File: config.mk
export PLATFORM = sky130hd
export DESIGN_NAME = pixel_sink
export DESIGN_NICKNAME = d
export VERILOG_FILES = /design/src/rtl/pixel_sink.sv
export SDC_FILE = /design/constraint.sdc
export NUM_CORES = 1
export LEC_CHECK = 0
export ABC_AREA = 1
export BUFFER_PORTS_ARGS = -buffer_cell sky130_fd_sc_hd__buf_2
export CELL_PAD_IN_SITES_DETAIL_PLACEMENT = 0
export CELL_PAD_IN_SITES_GLOBAL_PLACEMENT = 1
export CORE_MARGIN = 8
export CORE_UTILIZATION = 40
export CTS_CLUSTER_SIZE = 12
export DETAILED_ROUTE_END_ITERATION = 8
export PLACE_DENSITY = 0.75
export SETUP_SLACK_MARGIN = 0.3
export SLEW_MARGIN = 20
export SYNTH_ARGS = -nofsm -noshare
export SYNTH_HDL_FRONTEND = slang
export SYNTH_SLANG_ARGS = --single-unit
File: constraint.sdc
create_clock -name clk -period 5.1 [get_ports clk]
set_clock_uncertainty 0.2 [all_clocks]
set_input_delay 0.51 -clock clk [delete_from_list [all_inputs] [get_ports clk]]
set_output_delay 0.51 -clock clk [all_outputs]
set_load 0.01 [all_outputs]
File: src/rtl/pixel_sink.sv
// pixel_sink: receives one frame of pixels from an upstream design output.
// It counts accepted pixels, tracks the column and row of the next expected
// pixel, keeps a running checksum, and raises sticky error flags when a pixel
// arrives outside a frame, when a frame stalls, or when a frame has zero size.
//
// Ports
//   clk, rst        clock, synchronous active-high reset
//   start           arm reception of one frame (honoured only in IDLE)
//   size_x, size_y  frame dimensions, sampled on an honoured start
//   pixel_in        pixel data
//   pixel_valid     pixel_in valid this cycle (no backpressure)
//   busy            high while receiving a frame
//   frame_done      one-cycle pulse after the last pixel of a frame
//   pixel_count     pixels accepted in the current or last frame
//   col, row        position of the next expected pixel
//   checksum        sum mod 2^32 of zero-extended accepted pixels
//   stray_err       sticky: pixel seen outside RECEIVING
//   timeout_err     sticky: frame abandoned after TIMEOUT idle cycles
//   size_err        sticky: start honoured with a zero dimension
module pixel_sink #(
    parameter int PIXEL_W = 8,
    parameter int TIMEOUT = 1024
) (
    input  logic               clk,
    input  logic               rst,
    input  logic               start,
    input  logic [11:0]        size_x,
    input  logic [11:0]        size_y,
    input  logic [PIXEL_W-1:0] pixel_in,
    input  logic               pixel_valid,
    output logic               busy,
    output logic               frame_done,
    output logic [23:0]        pixel_count,
    output logic [11:0]        col,
    output logic [11:0]        row,
    output logic [31:0]        checksum,
    output logic               stray_err,
    output logic               timeout_err,
    output logic               size_err
);

    typedef enum logic [1:0] {
        IDLE      = 2'd0,
        RECEIVING = 2'd1,
        DONE      = 2'd2
    } state_t;

    // Wide enough to hold TIMEOUT itself, so TIMEOUT = 1 still works.
    localparam int IW = $clog2(TIMEOUT + 1);

    state_t        state, state_next;
    logic [11:0]   size_x_r;
    logic [23:0]   total;
    logic [IW-1:0] idle_cnt;

    logic do_start;
    logic zero_size;
    logic accept;
    logic last_pix;
    logic timeout_hit;
    logic stray;

    function automatic logic [31:0] csum_add(input logic [31:0] acc,
                                             input logic [PIXEL_W-1:0] pix);
        return acc + 32'(pix);
    endfunction

    // Next-state and per-cycle event decode.
    always_comb begin
        state_next  = state;
        do_start    = 1'b0;
        zero_size   = 1'b0;
        accept      = 1'b0;
        last_pix    = 1'b0;
        timeout_hit = 1'b0;
        stray       = 1'b0;
        case (state)
            IDLE: begin
                stray = pixel_valid;
                if (start) begin
                    do_start = 1'b1;
                    if (size_x == 12'd0 || size_y == 12'd0) begin
                        zero_size  = 1'b1;
                        state_next = DONE;
                    end else begin
                        state_next = RECEIVING;
                    end
                end
            end
            RECEIVING: begin
                if (pixel_valid) begin
                    accept = 1'b1;
                    if (pixel_count + 24'd1 == total) begin
                        last_pix   = 1'b1;
                        state_next = DONE;
                    end
                end else if (idle_cnt == IW'(TIMEOUT - 1)) begin
                    // This idle cycle is the TIMEOUT-th one.
                    timeout_hit = 1'b1;
                    state_next  = IDLE;
                end
            end
            DONE: begin
                stray      = pixel_valid;
                state_next = IDLE;
            end
            default: state_next = IDLE;
        endcase
    end

    always_ff @(posedge clk) begin
        if (rst) begin
            state       <= IDLE;
            size_x_r    <= '0;
            total       <= '0;
            idle_cnt    <= '0;
            pixel_count <= '0;
            col         <= '0;
            row         <= '0;
            checksum    <= '0;
            stray_err   <= 1'b0;
            timeout_err <= 1'b0;
            size_err    <= 1'b0;
        end else begin
            state <= state_next;
            if (do_start) begin
                size_x_r    <= size_x;
                total       <= 24'(size_x) * 24'(size_y);
                idle_cnt    <= '0;
                pixel_count <= '0;
                col         <= '0;
                row         <= '0;
                checksum    <= '0;
                // A pixel in the start cycle is itself stray, so it survives the clear.
                stray_err   <= stray;
                timeout_err <= 1'b0;
                size_err    <= zero_size;
            end else begin
                if (stray) begin
                    stray_err <= 1'b1;
                end
                if (timeout_hit) begin
                    timeout_err <= 1'b1;
                end
                if (accept) begin
                    pixel_count <= pixel_count + 24'd1;
                    checksum    <= csum_add(checksum, pixel_in);
                    idle_cnt    <= '0;
                    if (last_pix) begin
                        // Frame complete: position returns to origin instead of row size_y.
                        col <= '0;
                        row <= '0;
                    end else if (col == size_x_r - 12'd1) begin
                        col <= '0;
                        row <= row + 12'd1;
                    end else begin
                        col <= col + 12'd1;
                    end
                end else if (state == RECEIVING) begin
                    idle_cnt <= idle_cnt + IW'(1);
                end
            end
        end
    end

    assign busy       = (state == RECEIVING);
    assign frame_done = (state == DONE);

endmodule

# [Yosys cells after proc, flatten, opt, wreduce, memory -nomap -nowiden]
# Index checks and enable logic that the tools add are counted.
[totals] regBits=132 out_inout_bits=85 wordCells=63
[op_classes] addsub=6 multipliers=1 n_eq_ne=8 mux=26 reduce_logical=11
[op_table] cell="$mux W12" count=4
[op_table] cell="$add A32 B8 Y32" count=1
[op_table] cell="$add A12 B1 Y12 const B" count=2
[op_table] cell="$add A24 B1 Y24 const B" count=1
[op_table] cell="$eq A24 B24 Y1" count=1
[op_table] cell="$logic_not A12 Y1" count=2
[op_table] cell="$mul A12 B12 Y24" count=1
[op_table] cell="$mux W1" count=16
[op_table] cell="$eq A12 B12 Y1" count=1
[op_table] cell="$sub A12 B1 Y12 const B" count=1
[op_table] cell="$add A11 B1 Y11 const B" count=1
[op_table] cell="$eq A11 B10 Y1 const B" count=1
[op_table] cell="$mux W2" count=5
[op_table] cell="$ne A3 B2 Y1 const B" count=2
[op_table] cell="$pmux W2 S2" count=1
[op_table] cell="$reduce_bool A2 Y1" count=2
[op_table] cell="$reduce_or A2 Y1" count=2
[op_table] cell="$reduce_and A3 Y1" count=1
[op_table] cell="$reduce_or A3 Y1" count=1
[op_table] cell="$eq A2 B1 Y1 const B" count=1
[op_table] cell="$eq A2 B2 Y1 const B" count=1
[op_table] cell="$logic_not A2 Y1" count=1
[op_table] cell="$ne A2 B2 Y1 const B" count=1
[op_table] cell="$reduce_and A2 Y1" count=1
[op_table] cell="$logic_or A1 B1 Y1" count=1

# [Logic depth before layout (Yosys ltp)]
# Gate-level depths: netlist of run 1.
[depth] ltp_word=7 depth_mapped=26 mapped_depth_nobuf=25

# [Worst setup path after synthesis of run 1]
# Ideal clock, no wire load.
[synth_timing] path_type="input-to-reg" startpoint="input port size_y[11]" endpoint="register total[20]" setup_time_ns=0.109 arrival_ns=5.044 setup_slack_ns=-0.253 path_stages=20 path_cell_list="clkbuf_1 > nand2_1 > fa_1 > fa_1 > inv_1 > fa_1 > fa_1 > inv_1 > fa_1 > inv_1 > ha_1 > nand2_1 > o21ai_0 > a21oi_1 > o21ai_0 > nand2_1 > nand3_1 > nand3_1 > nand2_1 > inv_1"
[synth_via] elab_chain_len=1
[synth_rtl] element="start: declaration" line="28" source="input logic [11:0] size_y,"
[synth_rtl] element="$mul A12 B12 Y24" line="128" source="total <= 24'(size_x) * 24'(size_y);"
[synth_rtl] element="end signal: assignment" line="128"
[synth_rtl] element="end: declaration" line="53" source="logic [23:0] total;"
# Every way passes these cells.
# A chain may end at the register's enable or synchronous reset.

# [Final worst setup path of run 1]
[layout_timing] startpoint="input port size_y[6]" endpoint="register total[18]"
# The elaborated chain is that of the path after synthesis.

==> results.cfg, run 1 <==
[logic_synthesis]
netlist_instances = 1782
synth_edf_count = 0
netlist_area_mm2 = 0.01233
synth_seq_cells = 132
syn-num-nets = 1994
yosys_warnings = 0
synthArstFlopShare = 0
avgSynthCellArea_um2 = 6.919
yosysMostFrequentCell = nand2_1
ys_top_cells_by_area = dfxtp_1 21%, fa_1 16%, nand2_1 13%
yosysTopAreaCell = dfxtp_1
yosysSeqAreaShare = 0.2143
synth_top_area_frac = 0.2143
post_synth_num_cell_types = 49
synth_top_cells_by_count = 440 x nand2_1, 360 x inv_1, 142 x nor2_1
synth_top_flop_cell = dfxtp_1

[worst_setup_path]
cp.arrival_ns = 4.77
timing.rr.end = col[11]
critical_path_required_ns = 5.24
rrSetupSlack_ns = 1.78
reg2regPathDepth = 15
path_max_fanout = 12
start_kind = input port
reg2reg_from = pixel_count[0]
crit_type = in -> reg
cp-end-kind = flop
crit_start = size_y[6]
critPathCapture = total[18]

[sta]
fmax_mhz = 216.0
hold_viol = 0
fin_crit_ns = 4.629
worst_pin_slew_ns = 0.8098
rsz0062_at_grt = no
slew_violations = 0
relSlewSlack = 0.4596
setup_viol = 0
fin_crit_sh = 0.9076

[grt]
met3_usage = 0.02682
grt_use_total = 0.1934
grt_max_degree = 50
use_met1 = 0.2698
use_met2 = 0.3071
busiest_layer = met2
antenna_found_initial = 0
grt_pass1_wl_um = 57300
grt_overflow = 0
grt_pass1_vias = 11101

[worst_hold_path]
hp-class = in -> reg

[power_and_ir_drop]
power.leakage_uw = 0.007576
p_per_area_mw_per_mm2 = 463.0
power_uw = 6950
ir_drop_v = 0.0004532

[finish]
diodes = 0
drive_gt1_frac = 0.1806
fin_util = 0.4920
area_growth_pct = 21.76
final_cell_count_no_fill = 2373
fill_cells = 3043
final_nets = 2176

[detailed_routing]
wl_um = 35320
ant_nets = 0
dr.pass1.iters = 5
drtIter0Drc = 518
vias = 11508
drt-vias-per-instance = 4.850
drc = 0
wl_per_cell_um = 14.88

[flow_run]
maxCapViolCount = 0

[floorplanning]
core_area_mm2 = 0.03051
die_h_um = 191.6
die_area_mm2 = 0.03670
start_util = 0.4041
die_w_um = 191.6
ios = 121
row_count = 64

[placed_design]
io_buffer_count = 120
dp_cells = 2335
hpwl_um = 28770
gp_congestion = 0.8942

[cts]
clock_sinks = 132
cts_buffers = 17
htree_levels = 4
cts_hold_buf = 0
cts_tree = done
cts_buffer_depth = 2
clock_latency_ns = 0.42
clkTransAtPathRegs_ns = 0.06
cts-root-buf = clkbuf_16

[status]
status = finished clean
[state kept, by name, summed over array words and instances (netlist names), 2 cells and up]
signal       count
row             12
size_x_r        12
idle_cnt        11
checksum        32
total           24
pixel_count     24
col             12
state            2
[where the power goes]
group,switching (µW),internal [µW],total [µW]
combinational,2400,2110,4510
clock,481,780,1260
sequential,78.0,1100,1180
total,2960,3990,6950
[logic make-up (layout without fill, tap and decap cells)]
logic type / after synthesis / after routing / share of synthesized area
xor gates and xnor gates: 52 / 52 / 0.03806
DFF: 132 / 132 / 0.2143
AOI/OAI and AO/OA: 207 / 207 / 0.09621
adders and majority gates: 176 / 176 / 0.2401
and+or+nand+nor: 803 / 803 / 0.2852
buffers and inverters: 412 / 607 / 0.1261
[critical path, cell delays in order]
cell and delay (ns):
buf_12 0.13, nand2_4 0.06, inv_2 0.03, fa_1 0.56, inv_2 0.05, fa_1 0.54, inv_2 0.04, fa_2 0.46
fa_1 0.49, inv_1 0.05, fa_1 0.49, inv_2 0.05, ha_4 0.26, a21oi_2 0.14, o21ai_2 0.09, a21oi_2 0.18
o21ai_2 0.10, buf_4 0.14, or2_2 0.26, a31oi_1 0.16
[layer usage]
layer,share of wire,wire [µm],up-vias
li1,-,-,5909
met1,0.49,17340,5313
met2,0.45,15760,245
met3,0.043,1510,41
met4,0.020,707,0
met5,0,0,-
[placed cells by master (no fill, tap or decap), drive strengths merged, types with 2 or more instances in the layout]
| master | count |
|---|---|
| a21oi | 69 |
| or2 | 6 |
| a31oi | 4 |
| ha | 75 |
| a32o | 2 |
| a211oi | 4 |
| clkbuf | 23 |
| bufinv | 3 |
| clkinv | 8 |
| xor2 | 38 |
| nand3 | 132 |
| o21bai | 3 |
| dfxtp | 132 |
| inv | 367 |
| o21a | 5 |
| a21o | 5 |
| clkinvlp | 4 |
| nor2 | 162 |
| a2bb2oi | 2 |
| o21ai | 79 |
| buf | 202 |
| o22ai | 25 |
| o211ai | 4 |
| fa | 101 |
| nor4 | 10 |
| nor3 | 16 |
| nand4 | 18 |
| nor3b | 3 |
| nand2 | 449 |
| nand3b | 6 |
| xnor2 | 13 |
[stage by stage]
step           hold slack, ns  setup TNS [ns]  worst slack (ns)  area, µm²
2_1_floorplan          0.2382               0            0.2952      12710
3_3_place_gp           0.2411         -0.2772          -0.08481      14050
3_5_place_dp           0.2569         -0.8254           -0.1166      14050
4_1_cts                0.1909               0            0.3325      14660
5_1_grt                0.2168               0            0.2902      15010
6_report               0.2109               0            0.4711      15010
[cell type report]
cell class / count / area [µm²] / share of cell area
flip-flops and latches: 132 / 2643 / 0.1760
well taps: 396 / 495.5 / 0.03301
repair buffers: 206 / 1365 / 0.09093
inverters: 369 / 1385 / 0.09227
clock buffers: 19 / 442.9 / 0.02950
multi-input cells: 1238 / 8523 / 0.5678
clock inverters: 13 / 157.7 / 0.01050
[worst min-delay path by stage]
stage                start           to  slack, ns  cells after the start
4_1_cts        pixel_valid    stray_err       0.19                      2
6_report       pixel_valid    stray_err       0.21                      2
2_1_floorplan  idle_cnt[9]  idle_cnt[9]       0.24                      2
3_5_place_dp   timeout_err  timeout_err       0.26                      1
3_3_place_gp   timeout_err  timeout_err       0.24                      1
5_1_grt        pixel_valid    stray_err       0.22                      2
[timing repair]
item	in CTS	in global routing
setup endpoints to repair	1	12
buffers inserted	0	6
pin swaps	0	36
resized for setup	2	95
Note: power is estimated with default switching activity, not from simulation.
==> inputs of run 2 (changes only) <==
--- a/config.mk
+++ b/config.mk
@@ -5,12 +5,11 @@
 export SDC_FILE = /design/constraint.sdc
 export NUM_CORES = 1
 export LEC_CHECK = 0
-export ABC_AREA = 1
 export BUFFER_PORTS_ARGS = -buffer_cell sky130_fd_sc_hd__buf_2
 export CELL_PAD_IN_SITES_DETAIL_PLACEMENT = 0
 export CELL_PAD_IN_SITES_GLOBAL_PLACEMENT = 1
 export CORE_MARGIN = 8
-export CORE_UTILIZATION = 40
+export CORE_UTILIZATION = 41
 export CTS_CLUSTER_SIZE = 12
 export DETAILED_ROUTE_END_ITERATION = 8
 export PLACE_DENSITY = 0.75
==> run 2 against run 1 <==
  * Synthesized area shrank 5.4%
  * Wire length decreased by 13%
  * Count of clock-buffer cells in the layout fell by 2
  * Critical path depth shrank 1
  * First-iteration DRC count is 16% higher
  * Largest cell class unchanged
==> results.cfg, run 2 <==
[worst_hold_path]
hp-class = in -> reg

[sta]
slew_violations = 0
fin_crit_ns = 5.015
fin_tns_setup_ns = 0
worst_pin_slew_ns = 0.9666
fin_crit_sh = 0.9833
relSlewSlack = 0.3556
setup_viol = 0
fmax_mhz = 199.4
rsz0062_at_grt = yes
hold_viol = 0

[worst_setup_path]
cp-end-kind = flop
crit_top_cell = fa_1
critical_path_required_ns = 5.21
start_kind = input port
crit_buf_inv = 4
path_cells = buf_8, and2_4, fa_1, fa_1, fa_1, fa_1, inv_1, fa_1, inv_2, ha_4, a21o_1, a21o_1, o31a_1, o41ai_2, buf_4, o21bai_1, a21oi_1, nand2_1, a32o_1
critPathSlowestCell = fa_1
path_max_fanout = 4
crit_type = in -> reg
slowest_delay_ns = 0.56
path_delay_family = adder cells
cp.arrival_ns = 5.12

[floorplanning]
core_area_mm2 = 0.02786
ios = 121
die_h_um = 184.6
die_area_mm2 = 0.03409
row_count = 61
start_util = 0.4185
die_w_um = 184.6

[logic_synthesis]
synth_edf_count = 0
netlist_area_mm2 = 0.01166
netlist_instances = 1436
synth_top_area_frac = 0.2267
ys_top_cells_by_area = dfxtp_1 23%, fa_1 17%, ha_1 8.0%
yosysMostFrequentCell = nand2_1
yosysSeqAreaShare = 0.2267
yosysTopAreaCell = dfxtp_1
yosys_warnings = 0
avgSynthCellArea_um2 = 8.119
synth_top_cells_by_count = 213 x nand2_1, 160 x inv_1, 132 x dfxtp_1
post_synth_num_cell_types = 79
synthArstFlopShare = 0
syn-num-nets = 1648
synth_top_flop_cell = dfxtp_1
synth_seq_cells = 132

[finish]
final_nets = 1828
drive_gt1_frac = 0.2093
regMostFlops = checksum
layout_common_cells = 204 x nand2_1, 152 x inv_1, 132 x dfxtp_1
fin_area_mm2 = 0.01435
fill_cells = 2704
diodes = 0
largest_registers = checksum x32, pixel_count x24, total x24
largest_reg_flops = 32
final_common_cell = nand2_1
area_growth_pct = 23.07

[detailed_routing]
vias = 10222
drc = 0
drtIter0Drc = 602
ant_nets = 0
dr.pass1.iters = 5
wl_per_cell_um = 15.27
drt-vias-per-instance = 5.093
wl_um = 30660

[grt]
antenna_found_initial = 0
grt_max_degree = 45
grt_overflow = 0
grt_pass1_vias = 10216
grt_pass1_wl_um = 51370
grt_use_total = 0.1828

[placed_design]
post_dp_cell_area_mm2 = 0.01333
hpwl_um = 24200
gp_congestion = 0.8793
io_buffer_count = 120

[cts]
cts-root-buf = clkbuf_16
htree_levels = 4
cts_hold_buf = 0
cts_tree = done
clkTransAtPathRegs_ns = 0.06
cts_buffer_depth = 2
cts_buffers = 17
clock_sinks = 132
clock_latency_ns = 0.42

[power_and_ir_drop]
ir_drop_v = 0.0004419
p_per_area_mw_per_mm2 = 441.9
power.leakage_uw = 0.006447

[status]
status = finished clean

[flow_run]
maxCapViolCount = 0
==> run 2: changes by cell type after synthesis, moves of 27 or more <==
cell and delta:
nor2_1 -39, nand2_1 -227, inv_1 -200, o21ai_0 -34, a21oi_1 +27, and2_1 +61, nand3_1 -89, xnor2_1 +51
==> run 2: path summary, 6_finish.rpt <==
kind	start	end	slack (ns)	depth (start not counted)
min	pixel_valid	timeout_err	0.26	4
min reg2reg	total[0]	total[0]	0.27	2
max reg2reg	pixel_count[0]	row[9]	1.09	11
max	size_y[9]	total[19]	0.09	19
==> run 2: cell type report <==
| cell class | count | area, µm² | area share |
|---|---|---|---|
| multi-input cells | 1079 | 8446 | 0.5886 |
| flip-flops and latches | 132 | 2643 | 0.1842 |
| repair buffers | 226 | 1598 | 0.1114 |
| inverters | 160 | 600.6 | 0.04186 |
| well taps | 378 | 473.0 | 0.03296 |
| clock buffers | 17 | 425.4 | 0.02965 |
| clock inverters | 15 | 163.9 | 0.01142 |
==> run 2: report_power, final <==
group	internal, µW	switching [µW]
Combinational	2040	1900
Sequential	1100	59.7
Clock	694	543
==> run 2: logic make-up (layout without fill, tap and decap cells) <==
family                   count (synthesis)  in the layout  share of synthesized area
XOR/XNOR                               113            113                    0.08489
multiplexers                             5              5                   0.004400
AND/OR/NAND/NOR                        563            563                     0.2359
adder cells (fa/ha/maj)                176            176                     0.2539
buffers and inverters                  225            418                    0.07448
flip-flops                             132            132                     0.2267
AO/OA/AOI/OAI                          222            222                     0.1198
==> run 2: tightest hold or removal path: cells and delay by family <==
family	cells	cell delay, ns
and+or+nand+nor	3	0.19
buffers and inverters	1	0.14
==> run 2: per-stage QoR <==
step | power (µW) | setup WS [ns] | std cells | hold WS (ns) | util
floorplan | 3551 | -0.2190 | 1436 | 0.2434 | -
global placement | 4583 | -0.4532 | 1964 | 0.2551 | 0.4786
detailed placement | 4615 | -0.5467 | 1964 | 0.2609 | 0.4786
CTS | 6140 | 0.1130 | 2002 | 0.2402 | 0.5076
global route | 6915 | -0.06034 | 2007 | 0.2840 | 0.5151
finish | 6340 | 0.08540 | 2007 | 0.2562 | 0.5151
==> run 2: what timing repair did <==
| item | CTS | global route |
|---|---|---|
| gates resized for setup | 52 | 42 |
| setup buffers | 6 | 5 |
| endpoints found under the setup margin | 8 | 11 |
| pin swaps | 25 | 21 |
==> run 2: routing by layer <==
| metal | GRT usage | wire length [µm] | vias to the layer above |
|---|---|---|---|
| li1 | - | - | 5118 |
| met1 | 0.2468 | 14820 | 4888 |
| met2 | 0.3026 | 14150 | 189 |
| met3 | 0.02835 | 1377 | 27 |
| met4 | 0.04417 | 305 | 0 |
| met5 | 0 | 0 | - |
==> inputs of run 3 (changes only) <==
--- a/config.mk
+++ b/config.mk
@@ -9,10 +9,10 @@
 export CELL_PAD_IN_SITES_DETAIL_PLACEMENT = 0
 export CELL_PAD_IN_SITES_GLOBAL_PLACEMENT = 1
 export CORE_MARGIN = 8
-export CORE_UTILIZATION = 41
+export CORE_UTILIZATION = 46
 export CTS_CLUSTER_SIZE = 12
 export DETAILED_ROUTE_END_ITERATION = 8
-export PLACE_DENSITY = 0.75
+export PLACE_DENSITY = 0.8
 export SETUP_SLACK_MARGIN = 0.3
 export SLEW_MARGIN = 20
 export SYNTH_ARGS = -nofsm -noshare
==> constraint.sdc (replaced) <==
create_clock -name clk -period 4.9 [get_ports clk]
set_clock_uncertainty 0.2 [all_clocks]
set_input_delay 0.49 -clock clk [delete_from_list [all_inputs] [get_ports clk]]
set_output_delay 0.49 -clock clk [all_outputs]
set_load 0.01 [all_outputs]
==> run 3 against run 2 <==
  * The flow now finishes with violations (setup timing)
  * Sequential power grew 3%
  * Wire length shrank 2.0%
  * Non-clock buffer count grew 3
  * Clock power grew 9%
  * Global-route usage grew 1.5 points
  * Final cell count shrank 2.1%
  * Count of clock-buffer cells in the layout is the same
  * Final area is essentially flat
  * Worst hold slack lost 0.0034 ns
  * Total power grew 2.8%
  * Largest power group unchanged
==> results.cfg, run 3 (synthesis gave the netlist of run 2 again) <==
[finish]
final_common_cell = nand2_1
drive_gt1_frac = 0.2151
fill_cells = 2378
layout_common_cells = 203 x nand2_1, 148 x inv_1, 132 x dfxtp_1
regMostFlops = checksum
area_growth_pct = 23.01
fin_area_mm2 = 0.01434
final_nets = 1831
largest_registers = checksum x32, pixel_count x24, total x24
largest_reg_flops = 32
final_cell_count_no_fill = 1964

[worst_setup_path]
rrSetupSlack_ns = 0.90
critical_path_required_ns = 5.01
reg2regPathDepth = 11
start_kind = input port
crit_type = in -> reg
path_max_fanout = 5
reg2reg_from = pixel_count[0]
timing.rr.end = row[9]
crit_start = size_y[8]
critPathCapture = total[23]
cp.arrival_ns = 5.13
cp-end-kind = flop

[sta]
slew_violations = 0
setup_viol = 4
fin_crit_sh = 1.023
fin_crit_ns = 5.012
relSlewSlack = 0.4195
fmax_mhz = 199.5
hold_ws_ns = 0.2528
worst_pin_slew_ns = 0.8708
rsz0062_at_grt = yes
setup_ws_ns = -0.1121
hold_viol = 0

[floorplanning]
core_area_mm2 = 0.02504
start_util = 0.4657
row_count = 58
ios = 121
die_w_um = 175.2
die_h_um = 175.2
die_area_mm2 = 0.03070

[detailed_routing]
drt-vias-per-instance = 5.211
drc = 0
wl_per_cell_um = 15.30
ant_nets = 0
drtIter0Drc = 597
wl_um = 30050
vias = 10235
dr.pass1.iters = 5

[cts]
clock_latency_ns = 0.43
cts-root-buf = clkbuf_16
cts_tree = done
htree_levels = 4
clkTransAtPathRegs_ns = 0.06
cts_buffer_depth = 2
clock_sinks = 132
cts_buffers = 17

[grt]
grt_pass1_vias = 10158
grt_max_degree = 54
antenna_found_initial = 2
grt_overflow = 0
grt_pass1_wl_um = 50720
grt_use_total = 0.1977

[placed_design]
place_ws_ns = -0.6988
post_dp_cell_area_mm2 = 0.01330
io_buffer_count = 120
hpwl_um = 23840
gp_congestion = 0.8535
dp_cells = 1916

[power_and_ir_drop]
ir_drop_v = 0.0003645
p_per_area_mw_per_mm2 = 454.6
power.leakage_uw = 0.006471

[status]
failed_checks = setup timing
status = finished with violations

[flow_run]
maxCapViolCount = 0

[worst_hold_path]
hp-class = in -> reg
-- run 3: worst max-delay path: stages --
cell,delay [ns]
buf_8,0.09
nand2_4,0.05
fa_1,0.53
inv_1,0.06
fa_1,0.56
fa_1,0.43
fa_1,0.50
inv_1,0.05
fa_1,0.49
inv_2,0.05
ha_4,0.21
a21o_1,0.17
a21o_1,0.20
o31a_1,0.35
o41ai_4,0.27
o21a_1,0.25
a21oi_2,0.08
xnor2_1,0.12
a22o_1,0.19
-- run 3: what timing repair did --
item,4_1_cts,5_1_grt
setup endpoints to repair,12,13
resized for setup,79,11
hold buffers,0,0
gates cloned,0,0
buffers inserted,12,2
pin swaps,51,22
hold endpoints to repair,0,0
-- run 3: report_power, final --
| group | switching [µW] | internal (µW) | leakage [µW] |
|---|---|---|---|
| Clock | 569 | 776 | 0.000296 |
| Combinational | 1920 | 2050 | 0.00511 |
| Sequential | 59.1 | 1140 | 0.00107 |
-- run 3: layout make-up --
cell class / instances / area (µm²) / area share
diodes: 2 / 5.005 / 0.0003490
flip-flops and latches: 132 / 2643 / 0.1843
clock inverters: 15 / 188.9 / 0.01317
inverters: 160 / 600.6 / 0.04188
multi-input cells: 1079 / 8456 / 0.5896
clock buffers: 17 / 425.4 / 0.02966
well taps: 330 / 412.9 / 0.02879
repair buffers: 229 / 1610 / 0.1123
-- run 3: worst min-delay path by stage --
stage	from	end	slack, ns	cells past startpoint
final	pixel_in[0]	checksum[0]	0.25	4
after global routing	size_x[4]	size_x_r[4]	0.26	4
after CTS	size_x[3]	size_x_r[3]	0.24	4
after detailed placement	total[16]	total[16]	0.26	2
after global placement	timeout_err	timeout_err	0.25	2
after floorplan	total[8]	total[8]	0.24	2
-- run 3: routing by layer --
layer	share of wire	global-route usage	vias to the layer above
met5	0	0	-
li1	-	-	5126
met1	0.48	0.2657	4880
met2	0.47	0.3257	195
met4	0.015	0.05193	0
met3	0.038	0.03108	34
-- run 3: stage by stage --
step,setup TNS (ns),utilization,power [µW]
floorplan,-1.369,-,3736
global placement,-4.766,0.5314,4752
detailed placement,-5.457,0.5314,4791
CTS,-0.2333,0.5706,6520
global route,-1.275,0.5728,7100
finish,-0.2459,0.5728,6519
